$ cat src/rtl/hazard_pkg.sv
// Shared types and field offsets for the hazard/forwarding controller.
package hazard_pkg;

    // Registered stall reason reported on hz_state.
    typedef enum logic [1:0] {
        HZ_IDLE    = 2'd0,
        HZ_DATA    = 2'd1,
        HZ_MD_WAIT = 2'd2
    } hz_state_t;

    // EX operand source selects.
    localparam logic [1:0] FWD_RF  = 2'b00;
    localparam logic [1:0] FWD_WB  = 2'b01;
    localparam logic [1:0] FWD_MEM = 2'b10;

    // Bit offsets above the RW-bit dest field in the *_wr bundles:
    // bit RW+WR_EN_OFS is regwrite, bit RW+WR_FLAG_OFS is memread (EX) / memtoreg (MEM).
    localparam int WR_EN_OFS   = 0;
    localparam int WR_FLAG_OFS = 1;

    // Bit positions inside id_ctrl.
    localparam int CTRL_USES_RS = 0;
    localparam int CTRL_USES_RT = 1;
    localparam int CTRL_BRANCH  = 2;
    localparam int CTRL_MD_ISSUE = 3;

endpackage

$ cat src/rtl/md_scoreboard.sv
// Busy-bit scoreboard for the fixed-latency MUL/DIV unit. Only one op is in
// flight at a time; its dest bit clears on the edge that writes the RF.
module md_scoreboard #(
    parameter int RW         = 5,
    parameter int MD_LATENCY = 4
) (
    input  logic          clk,
    input  logic          rst_n,
    input  logic          issue_i,
    input  logic [RW-1:0] issue_dest_i,
    input  logic [RW-1:0] rs_i,
    input  logic [RW-1:0] rt_i,
    output logic          rs_busy_o,
    output logic          rt_busy_o,
    output logic          md_busy_o
);

    localparam int LW = $clog2(MD_LATENCY + 1);
    localparam logic [LW-1:0] CNT_ONE  = LW'(1);
    localparam logic [LW-1:0] CNT_LOAD = LW'(MD_LATENCY);

    logic [LW-1:0]      md_cnt_q, md_cnt_d;
    logic [RW-1:0]      md_dest_q, md_dest_d;
    logic [2**RW-1:0]   busy_q, busy_d;

    // Count down the in-flight op, clear its busy bit on the 1->0 edge, load on issue.
    always_comb begin
        md_cnt_d  = md_cnt_q;
        md_dest_d = md_dest_q;
        busy_d    = busy_q;
        if (md_cnt_q != '0) begin
            md_cnt_d = md_cnt_q - CNT_ONE;
            if (md_cnt_q == CNT_ONE) begin
                busy_d[md_dest_q] = 1'b0;
            end
        end
        if (issue_i) begin
            md_cnt_d             = CNT_LOAD;
            md_dest_d            = issue_dest_i;
            busy_d[issue_dest_i] = 1'b1;
        end
    end

    // Scoreboard state; reset forgets any in-flight op.
    always_ff @(posedge clk or negedge rst_n) begin
        if (!rst_n) begin
            md_cnt_q  <= '0;
            md_dest_q <= '0;
            busy_q    <= '0;
        end else begin
            md_cnt_q  <= md_cnt_d;
            md_dest_q <= md_dest_d;
            busy_q    <= busy_d;
        end
    end

    assign rs_busy_o = busy_q[rs_i];
    assign rt_busy_o = busy_q[rt_i];
    assign md_busy_o = (md_cnt_q != '0);

endmodule

$ cat src/rtl/hazard_scoreboard_unit.sv
// Hazard/forwarding controller for the 5-stage pipeline: ID-time compare of
// sources against EX/MEM/WB writers, MUL/DIV scoreboard, stall-reason FSM and
// a sticky stall watchdog.
module hazard_scoreboard_unit
    import hazard_pkg::*;
#(
    parameter int RW         = 5,
    parameter int MD_LATENCY = 4,
    parameter int MAX_STALL  = 15
) (
    input  logic            clk,
    input  logic            rst_n,
    input  logic            id_valid,
    input  logic [2*RW-1:0] id_srcs,
    input  logic [3:0]      id_ctrl,
    input  logic [RW:0]     id_wr,
    input  logic [RW+1:0]   ex_wr,
    input  logic [RW+1:0]   mem_wr,
    input  logic [RW:0]     wb_wr,
    input  logic            flush,
    output logic [1:0]      fwd_a,
    output logic [1:0]      fwd_b,
    output logic            fwd_c,
    output logic            fwd_d,
    output logic [1:0]      rf_bypass,
    output logic            stall,
    output logic            id_noop,
    output logic            md_busy,
    output logic [1:0]      hz_state,
    output logic            stall_err
);

    localparam int CW = $clog2(MAX_STALL + 1);
    localparam logic [CW-1:0] CNT_MAX = CW'(MAX_STALL);
    localparam logic [CW-1:0] CNT_ONE = CW'(1);

    logic [RW-1:0] id_rs, id_rt, id_dest, ex_dest, mem_dest, wb_dest;
    logic uses_rs, uses_rt, branch, md_issue;
    logic ex_rw, ex_memread, mem_rw, mem_memtoreg, wb_rw;
    logic rs_live, rt_live, rs_ex, rt_ex, rs_mem, rt_mem;
    logic rs_busy, rt_busy;
    logic data_hz, md_hz, accept, md_accept;

    logic [1:0]    fwd_a_q, fwd_a_d, fwd_b_q, fwd_b_d;
    hz_state_t     state_q, state_d;
    logic [CW-1:0] stall_cnt_q, stall_cnt_d;
    logic          stall_err_q, stall_err_d;

    assign id_rs        = id_srcs[RW-1:0];
    assign id_rt        = id_srcs[2*RW-1:RW];
    assign id_dest      = id_wr[RW-1:0];
    assign ex_dest      = ex_wr[RW-1:0];
    assign mem_dest     = mem_wr[RW-1:0];
    assign wb_dest      = wb_wr[RW-1:0];
    assign uses_rs      = id_ctrl[CTRL_USES_RS];
    assign uses_rt      = id_ctrl[CTRL_USES_RT];
    assign branch       = id_ctrl[CTRL_BRANCH];
    assign md_issue     = id_ctrl[CTRL_MD_ISSUE];
    assign ex_rw        = ex_wr[RW+WR_EN_OFS];
    assign ex_memread   = ex_wr[RW+WR_FLAG_OFS];
    assign mem_rw       = mem_wr[RW+WR_EN_OFS];
    assign mem_memtoreg = mem_wr[RW+WR_FLAG_OFS];
    assign wb_rw        = wb_wr[RW+WR_EN_OFS];

    // r0 is never a hazard source.
    assign rs_live = uses_rs & (id_rs != '0);
    assign rt_live = uses_rt & (id_rt != '0);
    assign rs_ex   = rs_live & ex_rw  & (id_rs == ex_dest);
    assign rt_ex   = rt_live & ex_rw  & (id_rt == ex_dest);
    assign rs_mem  = rs_live & mem_rw & (id_rs == mem_dest);
    assign rt_mem  = rt_live & mem_rw & (id_rt == mem_dest);

    // A branch behind an EX load stalls twice: once here on the EX match,
    // then again on the MEM-load match.
    assign data_hz = ((rs_ex | rt_ex) & (ex_memread | branch))
                   | (branch & mem_memtoreg & (rs_mem | rt_mem));
    assign md_hz   = (rs_live & rs_busy) | (rt_live & rt_busy) | (md_issue & md_busy);

    assign stall     = (data_hz | md_hz) & id_valid & ~flush;
    assign id_noop   = stall | flush;
    assign accept    = id_valid & ~stall & ~flush;
    assign md_accept = accept & md_issue & id_wr[RW] & (id_dest != '0);

    assign fwd_c        = branch & ~mem_memtoreg & rs_mem;
    assign fwd_d        = branch & ~mem_memtoreg & rt_mem;
    assign rf_bypass[0] = wb_rw & (wb_dest != '0) & (wb_dest == id_rs);
    assign rf_bypass[1] = wb_rw & (wb_dest != '0) & (wb_dest == id_rt);

    md_scoreboard #(
        .RW         (RW),
        .MD_LATENCY (MD_LATENCY)
    ) u_md_sb (
        .clk          (clk),
        .rst_n        (rst_n),
        .issue_i      (md_accept),
        .issue_dest_i (id_dest),
        .rs_i         (id_rs),
        .rt_i         (id_rt),
        .rs_busy_o    (rs_busy),
        .rt_busy_o    (rt_busy),
        .md_busy_o    (md_busy)
    );

    // Next EX forwarding selects; anything not accepted enters EX as a bubble.
    always_comb begin
        fwd_a_d = FWD_RF;
        fwd_b_d = FWD_RF;
        if (accept) begin
            if (rs_ex & ~ex_memread) fwd_a_d = FWD_MEM;
            else if (rs_mem)         fwd_a_d = FWD_WB;
            if (rt_ex & ~ex_memread) fwd_b_d = FWD_MEM;
            else if (rt_mem)         fwd_b_d = FWD_WB;
        end
    end

    // Stall-reason FSM next state; data hazards take priority over MD waits.
    always_comb begin
        state_d = HZ_IDLE;
        if (stall) begin
            state_d = data_hz ? HZ_DATA : HZ_MD_WAIT;
        end
    end

    // Watchdog: saturating run length of consecutive stalls, sticky error at the limit.
    always_comb begin
        stall_cnt_d = '0;
        if (stall) begin
            stall_cnt_d = (stall_cnt_q == CNT_MAX) ? stall_cnt_q : stall_cnt_q + CNT_ONE;
        end
        stall_err_d = stall_err_q | (stall_cnt_d == CNT_MAX);
    end

    // Registered forwarding selects, FSM state and watchdog.
    always_ff @(posedge clk or negedge rst_n) begin
        if (!rst_n) begin
            fwd_a_q     <= FWD_RF;
            fwd_b_q     <= FWD_RF;
            state_q     <= HZ_IDLE;
            stall_cnt_q <= '0;
            stall_err_q <= 1'b0;
        end else begin
            fwd_a_q     <= fwd_a_d;
            fwd_b_q     <= fwd_b_d;
            state_q     <= state_d;
            stall_cnt_q <= stall_cnt_d;
            stall_err_q <= stall_err_d;
        end
    end

    assign fwd_a     = fwd_a_q;
    assign fwd_b     = fwd_b_q;
    assign hz_state  = state_q;
    assign stall_err = stall_err_q;

endmodule

$ cat config.mk
export PLATFORM = sky130hd
export DESIGN_NAME = hazard_scoreboard_unit
export DESIGN_NICKNAME = d
export VERILOG_FILES = /design/src/rtl/hazard_pkg.sv /design/src/rtl/md_scoreboard.sv /design/src/rtl/hazard_scoreboard_unit.sv
export SDC_FILE = /design/constraint.sdc
export NUM_CORES = 1
export LEC_CHECK = 0
export CAP_MARGIN = 20
export CORE_ASPECT_RATIO = 1.2
export CORE_MARGIN = 5
export CORE_UTILIZATION = 58
export DETAILED_ROUTE_END_ITERATION = 10
export DONT_BUFFER_PORTS = 1
export PLACE_DENSITY = 0.76
export SYNTH_ARGS = -nofsm -noshare
export SYNTH_HDL_FRONTEND = slang
export SYNTH_SLANG_ARGS = --single-unit
$ cat constraint.sdc
create_clock -name clk -period 3.28 [get_ports clk]
set_clock_uncertainty 0.1 [all_clocks]
set_input_delay 0.656 -clock clk [delete_from_list [all_inputs] [get_ports clk]]
set_output_delay 0.656 -clock clk [all_outputs]
set_load 0.05 [all_outputs]
# After elaboration in Yosys (flattened, before gate mapping)
# Index checks and enable logic that the tools add are counted.
# totals
register_bits	51
out_inout_bits	14
# op_classes
n_addsub	2
order_cmp	6
n_eq_ne	9
muxes	23
n_bitwise	47
n_reduce_logical	8
# op_table
cell	n
32-bit 2-to-1 mux	3
32-bit AND	1
32-bit NOT	1
32-bit bitwise OR	1
1-bit AND	31
5-bit == test	6
5-bit by 6-bit < comparator with 1-bit output (second input constant)	4
5-bit nonzero test	4
2-bit 2-to-1 mux	6
1-bit binary-select mux with 5-bit select	2
1-bit demux with 5-bit select	2
5-bit by 1-bit greater-or-equal comparator with 1-bit output (second input constant)	2
1-bit bitwise OR	9
4-bit == test (second input constant)	2
4-bit 2-to-1 mux	2
1-bit 2-to-1 mux	6
3-bit 2-to-1 mux	2
4-bit by 1-bit adder with 4-bit output (second input constant)	1
1-bit NOT	4
3-bit by 1-bit == test with 1-bit output (second input constant)	1
3-bit nonzero test	1
3-bit by 1-bit subtractor with 3-bit output (second input constant)	1
1-bit logical AND	2
2-bit nonzero test	1

# Depth between registers and ports, before layout
# Gate-level depths: netlist of the first run.
# logic_depth
word_depth	17
ltp_mapped	10
ltp_nobuf	7

# By module
# Synthesis of the first run repeated with hierarchy kept, for this count alone.
# unflattened
hier_cells	348
area_unflattened_um2	3338.2
# by_module_without_submodules
mod	instances	cells_per_inst	area_each_um2	seq_area_each_um2
md_scoreboard	1	245	2363.5	1001.0
hazard_scoreboard_unit	1	103	974.7	275.3

# Worst setup path after synthesis of the first run
# OpenSTA, ideal clock, no wires.
# synth_path
path_kind	input port to output port
startpoint	in id_srcs[2]
endpoint	out stall
arrival_time_ns	2.861
required_ns	2.524
path_slack_ns	-0.337
cell_stages	7
path_buffers	1
path_cell_list	buf_1 mux4_2 mux4_2 nor2_1 nor3_1 nor4b_4 a21oi_1
# synth_between
elab_chain_len	10
# synth_lines
element	line_no	source
from (decl)	hazard_scoreboard_unit.sv:14	input logic [2*RW-1:0] id_srcs,
parallel branches: the longest is 7 deep, another holds 1-bit binary-select mux with 5-bit select	--	
1-bit bitwise OR (*)	hazard_scoreboard_unit.sv:79	assign stall = (data_hz | md_hz) & id_valid & ~flush;
1-bit AND (*) (2 in series)	hazard_scoreboard_unit.sv:79	
to (decl)	hazard_scoreboard_unit.sv:26	output logic stall,
# Every way passes the cells marked *. The select of a mux whose other input is x is not followed.

# Final worst setup path of the first run
# layout_path
startpoint	reg u_md_sb.busy_q[8]
endpoint	out id_noop
# layout_between
elab_chain_len	9
# layout_lines
element	line_no	source
from (decl)	md_scoreboard.sv:24	logic [2**RW-1:0] busy_q, busy_d;
from (signal assigned)	md_scoreboard.sv:53	busy_q <= busy_d;
1-bit binary-select mux with 5-bit select (on tied branches)	md_scoreboard.sv:57, md_scoreboard.sv:58	
1-bit 2-to-1 mux (on tied branches)	md_scoreboard.sv:57, md_scoreboard.sv:58	
1-bit AND	hazard_scoreboard_unit.sv:77	assign md_hz = (rs_live & rs_busy) | (rt_live & rt_busy) | (md_issue & md_busy);
1-bit bitwise OR (*) (2 in series)	hazard_scoreboard_unit.sv:77	
1-bit bitwise OR (*)	hazard_scoreboard_unit.sv:79	
1-bit AND (*) (2 in series)	hazard_scoreboard_unit.sv:79	
1-bit bitwise OR (*)	hazard_scoreboard_unit.sv:80	assign id_noop = stall | flush;
to (decl)	hazard_scoreboard_unit.sv:27	output logic id_noop,
# Every way passes the cells marked *; elsewhere a longest branch is shown, timed or not. The select of a mux whose other input is x is not followed.

==> impl_metrics.tcl, run 1 <==
set metrics [dict create \
    grt_overflow 0 \
    layout_common_cells "51 x dfrtp_1, 32 x o21ai_0, 30 x o31ai_1" \
    place.gp.congestion 0.832 \
    io_pins 58 \
    drt_iter0_drc 158 \
    drtPass1Iterations 4 \
    final-setup-viol-count 0 \
    cts_tree "yes" \
    fp.coreArea_um2 5590 \
    fmax_mhz 309 \
    clockBufferDepth 2 \
    vias 2553 \
    die-area_um2 7280 \
    layout_min_cycle_time_ns 3.24 \
    synthCells 309 \
    synth-seq-cells 51 \
    clock-root-buffer "clkbuf_8" \
    cp_cell_sequence "mux4_2, mux4_2, nor2_2, nor3_1, nor4b_4, nand2_1, a21o_4" \
    swShare_pct 34.4 \
    n_antenna_cell 0 \
    slowest_stage "mux4_2" \
    maxSlewViolCount 0 \
    synth_cell_type_count 43 \
    synth-edff-count 0 \
    ys_seq_area_share_pct 38.8 \
    worstSetupEndpointType "output pin" \
    ys_warn_count 0 \
    critPathMaxStageDelay_ns 0.48 \
    start_kind "flop" \
    synth_flop_cell "dfrtp_1" \
    wl_per_cell_um 21.3 \
    pwr-share-seq_pct 47.8 \
    core.rowCount 30 \
    path_max_fanout 3 \
    setup_slack_ns 0.0405 \
    hold_viol_final 0 \
    fp.dieW_um 78.7 \
    outcome "complete, no violations" \
    synth_fp_nets 357 \
    p_sw_mw 0.654 \
    track_usage_pct 23.3 \
    drcViolationCount 0 \
    combPwrFrac_pct 33.0 \
    final_common_cell "dfrtp_1" \
    dp_hpwl_um 5840 \
    path_class "reg -> out" \
    grt_pass1_vias 2634 \
    worstPathArrival_ns 2.48 \
    max-vdd-ir-drop_v 0.000336 \
    antenna_found_initial 0 \
    grt_max_degree 52 \
    area_growth_syn_to_layout_pct 7.65 \
    htree_levels 2 \
    tns_ns 0 \
    syn_avg_cell_area_um2 10.6 \
    worst_pin_slew_ns 0.468 \
    power_density_nw_per_um2 537 \
    max-cap-violations 0 \
    cts_sinks 51 \
    start_util_pct 58.8 \
    intPower_mw 1.25 \
    syn_area_um2 3290 \
    rsz0062_at_grt "true" \
    fin_crit_sh_pct 98.8 \
    cts_buffers 5 \
    dp_slack_ns 0.0681 \
    port-buffer-count 0 \
    async_flop_share_pct 100 \
    clk_latency_ns 0.31 \
    clkPwrFrac_pct 19.2 \
    critPathMostFrequentCell "mux4_2" \
    ant_nets 0 \
    slew_headroom_pct 68.8 \
    path_clk_slew_ns 0.10 \
    nets 358 \
    routed_wl_um 7970 \
    required_ns 2.52 \
    leakagePower_nw 1.24 \
    hold_class "in -> async" \
    die_y_um 92.5 \
    viasPerCell 6.81 \
    grt_pass1_wl_um 13200 \
    drive_above_1_share_pct 19.6 \
]
metal layers:
| metal | up-vias | part of all wire (%) | global-route usage, % |
|---|---|---|---|
| li1 | 1167 | - | - |
| met1 | 1267 | 40 | 28.4 |
| met2 | 110 | 49 | 39.6 |
| met3 | 9 | 9.3 | 7.10 |
| met4 | 0 | 1.6 | 6.85 |
| met5 | - | 0 | 0 |
cells by family after synthesis:
logic type               synth area share (%)
AO/OA/AOI/OAI                            15.8
XOR/XNOR                                 8.52
adder cells (fa/ha/maj)                  1.52
buffers and inverters                    3.27
flip-flops                               38.8
multiplexers                             15.3
AND/OR/NAND/NOR                          16.9
worst paths after layout:
check | startpoint | endpoint | slack (ns) | cells past startpoint
max reg2reg | u_md_sb.busy_q[8]$_DFF_PN0_ | u_md_sb.md_dest_q[3]$_DFFE_PN0P_ | 0.48 | 9
min in group clk | ex_wr[6] | fwd_a[1]$_DFF_PN0_ | 0.31 | 1
min reg2reg | u_md_sb.md_cnt_q[1]$_DFFE_PN0P_ | u_md_sb.md_cnt_q[1]$_DFFE_PN0P_ | 0.44 | 1
min | rst_n | u_md_sb.busy_q[6]$_DFF_PN0_ | 0.08 | 1
max | u_md_sb.busy_q[8]$_DFF_PN0_ | id_noop | 0.04 | 7
max in group asynchronous | rst_n | u_md_sb.md_dest_q[3]$_DFFE_PN0P_ | 2.77 | 1
power by group through the flow:
stage	Clock [mW]	Sequential (mW)	Combinational [mW]
floorplan	0	0.848	0.527
global placement	0	0.908	0.566
detailed placement	0	0.921	0.581
CTS	0.373	0.904	0.624
global route	0.405	0.926	0.695
finish	0.366	0.909	0.627
flip-flops by register name (all words and copies together), names as in the netlist:
signal and cells:
u_md_sb.busy_q 32, u_md_sb.md_dest_q 5, stall_cnt_q 4, u_md_sb.md_cnt_q 3, fwd_a 2, fwd_b 2
hz_state 2, stall_err 1
repair_timing:
| item | CTS | global route |
|---|---|---|
| setup endpoints to repair | 1 | 2 |
| buffers inserted | 3 | 0 |
| hold buffers | 1 | 0 |
| resized for setup | 1 | 1 |
| hold endpoints to repair | 51 | 0 |
| pin swaps | 1 | 1 |
metrics by stage:
stage	utilization, %	hold WS [ns]	power (mW)	instances	area, um2
floorplan	-	0.260	1.38	309	3330
CTS	63.2	0.0984	1.90	375	3530
detailed placement	60.6	0.263	1.50	363	3390
finish	63.3	0.0840	1.90	375	3540
global route	63.3	0.0944	2.03	375	3540
global placement	60.6	0.263	1.47	363	3390
worst max-delay path: cells and delay by family, from the launching register on:
kind             cells  cell delay (ns)
multiplexers         2             0.94
AND/OR/NAND/NOR      4             0.53
flip-flops           1             0.42
AO/OA/AOI/OAI        1             0.28
synthesized netlist by cell type, types with 4 or more instances:
cell type / count / area [um2]
mux2_2: 5 / 56.3
dfrtp_1: 51 / 1280
nand3_1: 9 / 45.0
mux2i_1: 4 / 40.0
nor3_1: 5 / 25.0
mux4_2: 18 / 405
nand2_1: 10 / 37.5
o31ai_1: 30 / 225
nand4b_1: 6 / 52.6
nor2_1: 15 / 56.3
xnor2_1: 11 / 96.3
o21ai_0: 34 / 170
nor4_1: 6 / 37.5
buf_1: 5 / 18.8
nor2b_1: 4 / 25.0
a21oi_1: 5 / 25.0
clkbuf_1: 11 / 41.3
or2_2: 4 / 25.0
nand2b_1: 7 / 43.8
nand3b_1: 6 / 45.0
xor2_1: 21 / 184
ha_1: 4 / 50.1
cell type report:
class	count	area, um2
tap	64	80.1
multi-input combinational	234	1940
fill	445	2050
sequential	51	1280
clock buffer	5	68.8
clock inverter	3	20.0
timing repair buffer	15	145
inverter	3	11.3
Power figures use the tool's default switching activity.
==> run 2, diff against run 1 <==
--- a/config.mk
+++ b/config.mk
@@ -5,6 +5,7 @@
 export SDC_FILE = /design/constraint.sdc
 export NUM_CORES = 1
 export LEC_CHECK = 0
+export ABC_AREA = 1
 export CAP_MARGIN = 20
 export CORE_ASPECT_RATIO = 1.2
 export CORE_MARGIN = 5
==> impl_metrics.tcl, run 2 <==
set metrics [dict create \
    outcome "complete, no violations" \
    maxSlewViolCount 0 \
    reg2reg_depth 13 \
    worstSetupEndpointType "output pin" \
    grt_overflow 0 \
    port-buffer-count 0 \
    synth-simple-area-share_pct 39.9 \
    critPathMaxStageDelay_ns 0.26 \
    place_inst 662 \
    cp_top_family "simple AND/OR/NAND/NOR gates" \
    ys_warn_count 0 \
    synth-seq-cells 51 \
    path_max_fanout 21 \
    track_usage_pct 26.4 \
    routed_wl_um 10400 \
    synthXorXnorAreaFrac_pct 3.77 \
    core.rowCount 32 \
    critical_path_depth 14 \
    hold_class "in -> async" \
    cp_cell_sequence "inv_2, nor2_1, nor2_1, nand2_1, nor2_1, nand2_1, nand2_1, nand2_2, nand2_1, nor2_1, nand3_1, nand2_1, nor2_1, buf_4" \
    drt_iter0_drc 258 \
    synth-edff-count 0 \
    ant_nets 0 \
    drcViolationCount 0 \
    die-area_um2 8110 \
    syn_area_um2 3710 \
    area_growth_syn_to_layout_pct 4.51 \
    largest-register "u_md_sb.busy_q" \
    slowest_stage "buf_4" \
    synth_fp_nets 638 \
    fp.coreArea_um2 6330 \
    path_clk_slew_ns 0.10 \
    synth.largest_area_cell "dfrtp_1" \
    n_antenna_cell 0 \
    synthTopCellsByArea "dfrtp_1 34%, nand2_1 18%, nand3_1 8.9%, nor2_1 8.6%, o21ai_0 7.1%" \
    max-cap-violations 0 \
    worstPathArrival_ns 2.26 \
    wl_per_cell_um 15.5 \
    synth_cell_type_count 31 \
    synth-compound-area-share_pct 9.90 \
    start_kind "primary input" \
    final_common_cell "nand2_1" \
    largest_reg_flops 32 \
    drtPass1Iterations 5 \
    total_power_mw 1.85 \
    required_ns 2.52 \
    layout_min_cycle_time_ns 3.01 \
    rsz0062_at_grt "false" \
    synth_top_area_share_pct 34.4 \
    antenna_found_initial 0 \
    io_pins 58 \
    ys_seq_area_share_pct 34.4 \
    leakagePower_nw 1.80 \
    final-setup-viol-count 0 \
    grt_max_degree 52 \
    path_class "in -> out" \
    die_y_um 97.7 \
    grt_pass1_vias 3604 \
    place.gp.congestion 0.895 \
    drive_above_1_share_pct 5.12 \
    instances_no_fill 671 \
    synth_top_family_by_area "simple AND/OR/NAND/NOR gates" \
    viasPerCell 5.58 \
    hold_viol_final 0 \
    cts_sinks 51 \
    synthMuxAreaShare_pct 0 \
    tns_ns 0 \
    fin_crit_sh_pct 91.9 \
    power_density_nw_per_um2 476 \
    start_util_pct 58.7 \
    vias 3744 \
    nFillCells 602 \
    clock-root-buffer "clkbuf_8" \
    fp.dieW_um 83.1 \
    fmax_mhz 332 \
    nets 633 \
    post_cts_buffers 0 \
    synthCells 590 \
    holdWs_ns 0.0955 \
    reg_top3 "u_md_sb.busy_q (32), u_md_sb.md_dest_q (5), stall_cnt_q (4)" \
    clk_latency_ns 0.31 \
    synth_flop_cell "dfrtp_1" \
    dp_hpwl_um 8060 \
    htree_levels 2 \
    cts_tree "yes" \
    syn_avg_cell_area_um2 6.30 \
    grt_pass1_wl_um 17600 \
    worst_pin_slew_ns 0.473 \
    async_flop_share_pct 100 \
    synth_most_common_cell "nand2_1" \
    layout_common_cells "181 x nand2_1, 85 x nor2_1, 66 x nand3_1" \
    synthAdderAreaFrac_pct 1.35 \
    path_buf_inv 2 \
    slew_headroom_pct 68.4 \
    max-vdd-ir-drop_v 0.000333 \
    cts_buffers 5 \
    clockBufferDepth 2 \
    yosys-top-cells-count "181 x nand2_1, 85 x nor2_1, 66 x nand3_1, 65 x inv_1, 53 x o21ai_0" \
    post-route-util_pct 61.4 \
]
[run 2: cell types whose count changed after synthesis, sizes merged, moves of 18 or more]
cell,change
nand3,+57
nor2,+72
mux4,-18
inv,+67
nand2,+173
o21ai,+22
o31ai,-31
[run 2: routing by layer]
layer  track usage (%)  routed length [um]  vias to the layer above
li1                  -                   -                     1848
met1              32.3                4300                     1722
met2              46.0                5170                      148
met3              4.83                 645                       26
met4              9.81                 315                        0
met5                 0                   0                        -
[run 2: final timing paths]
path | startpoint | to | slack, ns
setup reg to reg | u_md_sb.md_cnt_q[0]$_DFFE_PN0P_ | u_md_sb.busy_q[29]$_DFF_PN0_ | 0.90
min in group clk | id_wr[4] | u_md_sb.md_dest_q[4]$_DFFE_PN0P_ | 0.36
hold reg to reg | u_md_sb.busy_q[16]$_DFF_PN0_ | u_md_sb.busy_q[16]$_DFF_PN0_ | 0.43
max in group asynchronous | rst_n | u_md_sb.busy_q[31]$_DFF_PN0_ | 2.76
setup / recovery | id_srcs[5] | stall | 0.27
hold / removal | rst_n | u_md_sb.busy_q[4]$_DFF_PN0_ | 0.1
[run 2: timing repair]
| item | CTS | global route |
|---|---|---|
| hold buffers | 1 | 0 |
| endpoints found under the hold margin | 51 | 0 |
| gates resized for setup | 0 | 0 |
[run 2: stage by stage]
stage	worst slack [ns]	cell area [um2]
4_1_cts	0.276	3880
3_5_place_dp	0.285	3760
5_1_grt	0.0552	3880
6_report	0.266	3880
2_1_floorplan	0.113	3730
3_3_place_gp	0.337	3760
[run 2: cell type report]
class / count / area (um2) / area share (%)
multi-input combinational: 448 / 2050 / 52.9
sequential: 51 / 1280 / 32.9
inverter: 71 / 267 / 6.86
tap: 85 / 106 / 2.74
clock buffer: 6 / 82.6 / 2.13
timing repair buffer: 8 / 80.1 / 2.06
clock inverter: 2 / 16.3 / 0.419
[run 2: cells by family after synthesis]
kind of cell / count (synthesis)
simple gates: 356
buf+inv: 91
compound gates: 72
flops: 51
xor+xnor: 16
fa+ha+maj: 4
[run 2: report_power, final]
group          internal, mW  total, mW  leakage [nW]  switching [mW]
Combinational         0.203      0.583          1.20           0.381
Sequential            0.750      0.879         0.555           0.129
Clock                 0.173      0.388        0.0474           0.215
